## src/rtl/uart_pkg.sv

```systemverilog
// Shared types and constants for the UART transmit arbiter and its serializer benches.
// Holds the arbiter state encoding and a small one-hot helper.
package uart_pkg;

    localparam int UART_CPB_DEFAULT   = 104;
    localparam int UART_START_LOW_CYC = 2;

    typedef enum logic [1:0] {
        IDLE,
        FETCH,
        START,
        WAIT_RFN
    } uart_arb_state_t;

    // Index of a requester (0/1) to its one-hot grant vector.
    function automatic logic [1:0] idx_to_onehot(input logic idx);
        return idx ? 2'b10 : 2'b01;
    endfunction

endpackage

```

## src/rtl/rr_arb2.sv

```systemverilog
// Two-requester round-robin picker: combinational winner from the valids and the
// priority pointer, which moves to the other requester on each advance strobe.
module rr_arb2
    import uart_pkg::*;
(
    input  logic       clk,
    input  logic       nRst,
    input  logic [1:0] req,
    input  logic       advance,
    input  logic       owner,
    output logic [1:0] gnt
);

    logic rr_reg;

    // rr_reg names the requester that wins when both are asking.
    always_ff @(posedge clk or negedge nRst) begin
        if (!nRst) begin
            rr_reg <= 1'b0;
        end else if (advance) begin
            rr_reg <= ~owner;
        end
    end

    always_comb begin
        gnt = 2'b00;
        if (req[0] && req[1]) begin
            gnt = idx_to_onehot(rr_reg);
        end else if (req[0]) begin
            gnt = 2'b01;
        end else if (req[1]) begin
            gnt = 2'b10;
        end
    end

endmodule

```

## src/rtl/uart_tx_arbiter.sv

```systemverilog
// Packet-level round-robin arbiter sharing one UART_Tx serializer between two byte
// streams; a grant lasts a whole packet and a watchdog aborts it if o_RFN never returns.
module uart_tx_arbiter
    import uart_pkg::*;
#(
    parameter int CPB           = UART_CPB_DEFAULT,
    parameter int TIMEOUT_CYC   = 12 * CPB,
    parameter int START_LOW_CYC = UART_START_LOW_CYC
) (
    input  logic       clk,
    input  logic       nRst,
    input  logic [7:0] i_req0_data,
    input  logic       i_req0_valid,
    input  logic       i_req0_last,
    output logic       o_req0_ready,
    input  logic [7:0] i_req1_data,
    input  logic       i_req1_valid,
    input  logic       i_req1_last,
    output logic       o_req1_ready,
    output logic [7:0] o_tx_data,
    output logic       o_nTx_EN,
    input  logic       i_RFN,
    output logic [1:0] o_grant,
    output logic       o_busy,
    output logic       o_timeout
);

    localparam int WD_W = $clog2(TIMEOUT_CYC + 1);
    localparam int SC_W = (START_LOW_CYC > 1) ? $clog2(START_LOW_CYC) : 1;
    localparam logic [WD_W-1:0] WD_LIMIT = WD_W'(TIMEOUT_CYC);
    localparam logic [SC_W-1:0] SC_LAST  = SC_W'(START_LOW_CYC - 1);

    uart_arb_state_t state_reg, state_next;
    logic [1:0]      grant_reg, grant_next;
    logic [7:0]      tx_data_reg, tx_data_next;
    logic            last_reg, last_next;
    logic            ntx_en_reg, ntx_en_next;
    logic [SC_W-1:0] start_cnt_reg, start_cnt_next;
    logic [WD_W-1:0] wd_cnt_reg, wd_cnt_next;

    logic [1:0] req_valid;
    logic [1:0] req_last;
    logic [7:0] req_data [2];
    logic [1:0] req_ready;
    logic [1:0] arb_gnt;
    logic       arb_advance;
    logic       owner;
    logic       sel_valid;
    logic       sel_last;
    logic [7:0] sel_data;
    logic       timeout_pulse;

    assign req_valid   = {i_req1_valid, i_req0_valid};
    assign req_last    = {i_req1_last, i_req0_last};
    assign req_data[0] = i_req0_data;
    assign req_data[1] = i_req1_data;

    // Only the granted requester ever sees ready, and only while fetching.
    genvar gi;
    generate
        for (gi = 0; gi < 2; gi++) begin : g_ready
            assign req_ready[gi] = (state_reg == FETCH) && grant_reg[gi];
        end
    endgenerate

    assign owner     = grant_reg[1];
    assign sel_valid = req_valid[owner];
    assign sel_last  = req_last[owner];
    assign sel_data  = req_data[owner];

    rr_arb2 u_rr_arb2 (
        .clk     (clk),
        .nRst    (nRst),
        .req     (req_valid),
        .advance (arb_advance),
        .owner   (owner),
        .gnt     (arb_gnt)
    );

    always_ff @(posedge clk or negedge nRst) begin
        if (!nRst) begin
            state_reg     <= IDLE;
            grant_reg     <= 2'b00;
            tx_data_reg   <= 8'h00;
            last_reg      <= 1'b0;
            ntx_en_reg    <= 1'b1;
            start_cnt_reg <= '0;
            wd_cnt_reg    <= '0;
        end else begin
            state_reg     <= state_next;
            grant_reg     <= grant_next;
            tx_data_reg   <= tx_data_next;
            last_reg      <= last_next;
            ntx_en_reg    <= ntx_en_next;
            start_cnt_reg <= start_cnt_next;
            wd_cnt_reg    <= wd_cnt_next;
        end
    end

    always_comb begin
        state_next     = state_reg;
        grant_next     = grant_reg;
        tx_data_next   = tx_data_reg;
        last_next      = last_reg;
        ntx_en_next    = ntx_en_reg;
        start_cnt_next = start_cnt_reg;
        wd_cnt_next    = wd_cnt_reg;
        arb_advance    = 1'b0;
        timeout_pulse  = 1'b0;

        case (state_reg)
            IDLE: begin
                if (arb_gnt != 2'b00) begin
                    grant_next = arb_gnt;
                    state_next = FETCH;
                end
            end
            FETCH: begin
                // A stalled packet waits here indefinitely; the watchdog covers only the serializer.
                if (sel_valid) begin
                    tx_data_next   = sel_data;
                    last_next      = sel_last;
                    start_cnt_next = '0;
                    ntx_en_next    = 1'b0;
                    state_next     = START;
                end
            end
            START: begin
                if (start_cnt_reg == SC_LAST) begin
                    ntx_en_next = 1'b1;
                    wd_cnt_next = '0;
                    state_next  = WAIT_RFN;
                end else begin
                    start_cnt_next = start_cnt_reg + 1'b1;
                end
            end
            WAIT_RFN: begin
                // A late i_RFN landing on the timeout cycle still counts as success.
                if (i_RFN) begin
                    wd_cnt_next = '0;
                    if (last_reg) begin
                        grant_next  = 2'b00;
                        arb_advance = 1'b1;
                        state_next  = IDLE;
                    end else begin
                        state_next = FETCH;
                    end
                end else if (wd_cnt_reg == WD_LIMIT) begin
                    timeout_pulse = 1'b1;
                    wd_cnt_next   = '0;
                    grant_next    = 2'b00;
                    arb_advance   = 1'b1;
                    state_next    = IDLE;
                end else begin
                    wd_cnt_next = wd_cnt_reg + 1'b1;
                end
            end
            default: begin
                state_next = IDLE;
                grant_next = 2'b00;
            end
        endcase
    end

    assign o_req0_ready = req_ready[0];
    assign o_req1_ready = req_ready[1];
    assign o_tx_data    = tx_data_reg;
    assign o_nTx_EN     = ntx_en_reg;
    assign o_grant      = grant_reg;
    assign o_busy       = (state_reg != IDLE);
    assign o_timeout    = timeout_pulse;

endmodule

```

## config.mk

```make
export PLATFORM = sky130hd
export DESIGN_NAME = uart_tx_arbiter
export DESIGN_NICKNAME = d
export VERILOG_FILES = /design/src/rtl/uart_pkg.sv /design/src/rtl/rr_arb2.sv /design/src/rtl/uart_tx_arbiter.sv
export SDC_FILE = /design/constraint.sdc
export NUM_CORES = 1
export LEC_CHECK = 0
export ABC_AREA = 1
export CAP_MARGIN = 20
export CORE_ASPECT_RATIO = 1.5
export CORE_MARGIN = 2
export CORE_UTILIZATION = 45
export CTS_CLUSTER_DIAMETER = 80
export DETAILED_ROUTE_END_ITERATION = 10
export DONT_BUFFER_PORTS = 1
export GPL_TIMING_DRIVEN = 0
export PLACE_DENSITY_LB_ADDON = 0.2
export SLEW_MARGIN = 20
export SYNTH_ARGS = -nofsm -noshare
export SYNTH_HDL_FRONTEND = slang
export SYNTH_SLANG_ARGS = --single-unit
```

## constraint.sdc

```tcl
create_clock -name clk -period 1.7 [get_ports clk]
set_input_delay 0.085 -clock clk [delete_from_list [all_inputs] [get_ports clk]]
set_output_delay 0.085 -clock clk [all_outputs]
set_load 0.05 [all_outputs]
```

==> impl_metrics.env <==
export IMPL_slowest_stage="nor4_4"
export IMPL_ioPinCount=38
export IMPL_timing_final_ws_setup_ns=-0.0864
export IMPL_core_area_um2=3190
export IMPL_crit_family="simple AND/OR/NAND/NOR gates"
export IMPL_grt_pass1_wl_um=6400
export IMPL_critPathMaxStageDelay_ns=0.70
export IMPL_synth_seq_area_share=0.444
export IMPL_grt_max_degree=28
export IMPL_largest_register_ffs=11
export IMPL_ys_ff_latch=27
export IMPL_slew_headroom=0.494
export IMPL_fin_crit_sh=1.05
export IMPL_status="finished with violations"
export IMPL_vias_per_cell=5.35
export IMPL_swShare=0.520
export IMPL_cts_htree_levels=1
export IMPL_fmax_ghz=0.560
export IMPL_dp_cells=238
export IMPL_postRouteAntennaNets=0
export IMPL_crit_required_ns=1.62
export IMPL_grt_overflow=0
export IMPL_cts_sinks=27
export IMPL_end_kind="primary output"
export IMPL_synth_net_count=227
export IMPL_start_util=0.478
export IMPL_synth_cell_types=29
export IMPL_crit_chain="ha_4 -> inv_1 -> nor4_4"
export IMPL_critPathBufInv=1
export IMPL_path_max_fanout=4
export IMPL_drc=0
export IMPL_worstPathArrival_ns=1.70
export IMPL_gp_congestion=0.750
export IMPL_cts_buffers=3
export IMPL_port_buffers=0
export IMPL_cellPowerDensity_nw_per_um2=1700
export IMPL_wl_per_cell_um=14.9
export IMPL_comb_power_share=0.499
export IMPL_p_clk_frac=0.109
export IMPL_syn_avg_cell_area_um2=7.70
export IMPL_drv_cap=0
export IMPL_clk_pin_slew_ns=0.10
export IMPL_cts_tree="yes"
export IMPL_synth_area_leaders="dfrtp_1 43%, nand2_1 14%, nor2_1 7.6%"
export IMPL_dp_hpwl_um=2450
export IMPL_dieArea_um2=3880
export IMPL_setup_viol=4
export IMPL_grt_pass1_vias=1509
export IMPL_min_path_type="in2reg"
export IMPL_antenna_found_initial=0
export IMPL_p_seq_frac=0.393
export IMPL_p_switching_w=0.00189
export IMPL_yosysWarnings=0
export IMPL_rsz0062_at_grt="true"
export IMPL_clock_latency_ns=0.29
export IMPL_synth_top_area_cell="dfrtp_1"
export IMPL_p_leak_nw=0.944
export IMPL_final_cells=280
export IMPL_drive_gt1_frac=0.233
export IMPL_n_antenna_cell=0
export IMPL_hold_violations=0
export IMPL_die_w_um=51.5
export IMPL_synth_top_area_frac=0.427
export IMPL_start_kind="flop"
export IMPL_vias=1497
export IMPL_grt_total_usage=0.218
export IMPL_dr_first_iter_drc_count=37
export IMPL_drv_slew=0
export IMPL_die_h_um=75.3
export IMPL_worst_pin_slew_ns=0.754
export IMPL_fin_tns_setup_ns=-0.139
export IMPL_crit_type="reg2out"
export IMPL_syn_inst=198
export IMPL_synth_area_um2=1520
export IMPL_fin_worst_skew_ns=0.00763
export IMPL_ir_drop_uv=1130
export IMPL_syn_to_final_growth_pct=40.6
export IMPL_clockBufferDepth=2
export IMPL_cts_root_buf="clkbuf_8"
export IMPL_firstDrtPassIters=4
export IMPL_routed_wl_um=4160
export IMPL_violations="setup timing"
export IMPL_layout_nets=270
export IMPL_finish_instance_area_um2=2140
export IMPL_p_int_w=0.00174
export IMPL_fillerInstances=263
export IMPL_rows=25
export IMPL_post_route_min_period_ns=1.79
export IMPL_postPlaceCellArea_um2=1590
## Yosys cell counts, drive strengths merged
cell,count
a21oi,3
a31oi,10
buf,2
clkbuf,2
clkinv,1
dfrtp,26
dfstp,1
ha,6
inv,24
nand2,58
nand3,9
nand4,3
nor2,33
nor4,1
o211ai,1
o21ai,13
o22ai,2
or2,1
xnor2,1
xor2,1
## placed cells by master, fill, tap and decap left out, types with 2 or more instances in the layout
master         count
nand3_1            5
o21ai_2            3
dfrtp_1           26
nand2_1           51
buf_4             11
o21ai_0            3
nand2_4            2
inv_6              2
nand2_2            6
nand4_1            2
nor2_1            30
ha_4               4
nand3_2            2
clkbuf_8           3
inv_1             18
clkinvlp_4         2
o21ai_1            6
inv_2              3
dlygate4sd3_1     22
nor2_2             2
a21oi_1            2
buf_6              5
nand3_4            2
o22ai_1            2
a31oi_1           10
## worst register-to-register path, stage by stage (launching register included)
cell and delay (ns):
dfrtp_1 0.44, buf_6 0.16, inv_6 0.06, ha_4 0.15
clkinvlp_4 0.29, nor2_2 0.20, nand2_2 0.11, nand3_4 0.12
nand2_1 0.07, o21ai_1 0.08
## final timing paths
check                                  from          endpoint  slack, ns  cells after the start
setup / recovery               state_reg[1]         o_timeout      -0.09                      3
hold / removal                        i_RFN  u_rr_arb2.rr_reg       0.05                      3
setup reg to reg               state_reg[1]      state_reg[1]      -0.04                      9
hold reg to reg            u_rr_arb2.rr_reg  u_rr_arb2.rr_reg       0.52                      2
max in group asynchronous              nRst          o_nTx_EN       1.25                      2
min in group asynchronous              nRst        o_grant[1]       0.22                      2
## what timing repair did
item | 4_1_cts | 5_1_grt
hold buffers | 23 | 0
gates resized for setup | 16 | 26
setup buffers | 4 | 10
cloned | 0 | 1
endpoints found under the setup margin | 5 | 25
endpoints found under the hold margin | 38 | 0
pin swaps | 3 | 7
## metrics by stage
step | worst slack, ns | total power, W | utilization | hold WS (ns)
after floorplan | 0.168 | 0.00236 | - | -0.211
final | -0.0864 | 0.00364 | 0.671 | 0.0492
after detailed placement | 0.00317 | 0.00261 | 0.498 | -0.210
after global placement | 0.0694 | 0.00256 | 0.498 | -0.210
after global routing | -0.140 | 0.00386 | 0.671 | 0.0963
after CTS | -0.0843 | 0.00324 | 0.617 | 0.0548
## logic make-up (layout without fill, tap and decap cells)
logic type	after synthesis	after routing	share of synthesized area
buf+inv	29	70	0.0763
fa+ha+maj	6	6	0.0493
simple gates	105	106	0.295
flops	27	27	0.444
compound gates	29	29	0.124
xor+xnor	2	2	0.0115
## cell type report
class	count	area, µm²	share of cell area
Multi-Input combinational cell	143	871	0.407
Buffer	4	27.5	0.0129
Inverter	25	108	0.0502
Sequential cell	27	677	0.316
Tap cell	40	50.0	0.0234
Clock buffer	3	41.3	0.0193
Clock inverter	1	7.51	0.00350
Timing Repair Buffer	37	360	0.168
## metal layers
| metal | GRT usage | vias to the layer above | share of wire |
|---|---|---|---|
| met5 | 0 | - | 0 |
| met4 | 0.0702 | 0 | 0.019 |
| met3 | 0.0417 | 11 | 0.046 |
| met2 | 0.420 | 50 | 0.54 |
| met1 | 0.236 | 714 | 0.39 |
| li1 | - | 722 | - |
## power groups by stage
stage | combinational [W] | clock, W | sequential [W]
2_1_floorplan | 0.000967 | 0 | 0.00140
3_3_place_gp | 0.00112 | 0 | 0.00144
3_5_place_dp | 0.00117 | 0 | 0.00144
4_1_cts | 0.00143 | 0.000387 | 0.00142
5_1_grt | 0.00200 | 0.000415 | 0.00145
6_report | 0.00181 | 0.000395 | 0.00143
Power figures use the tool's default switching activity.
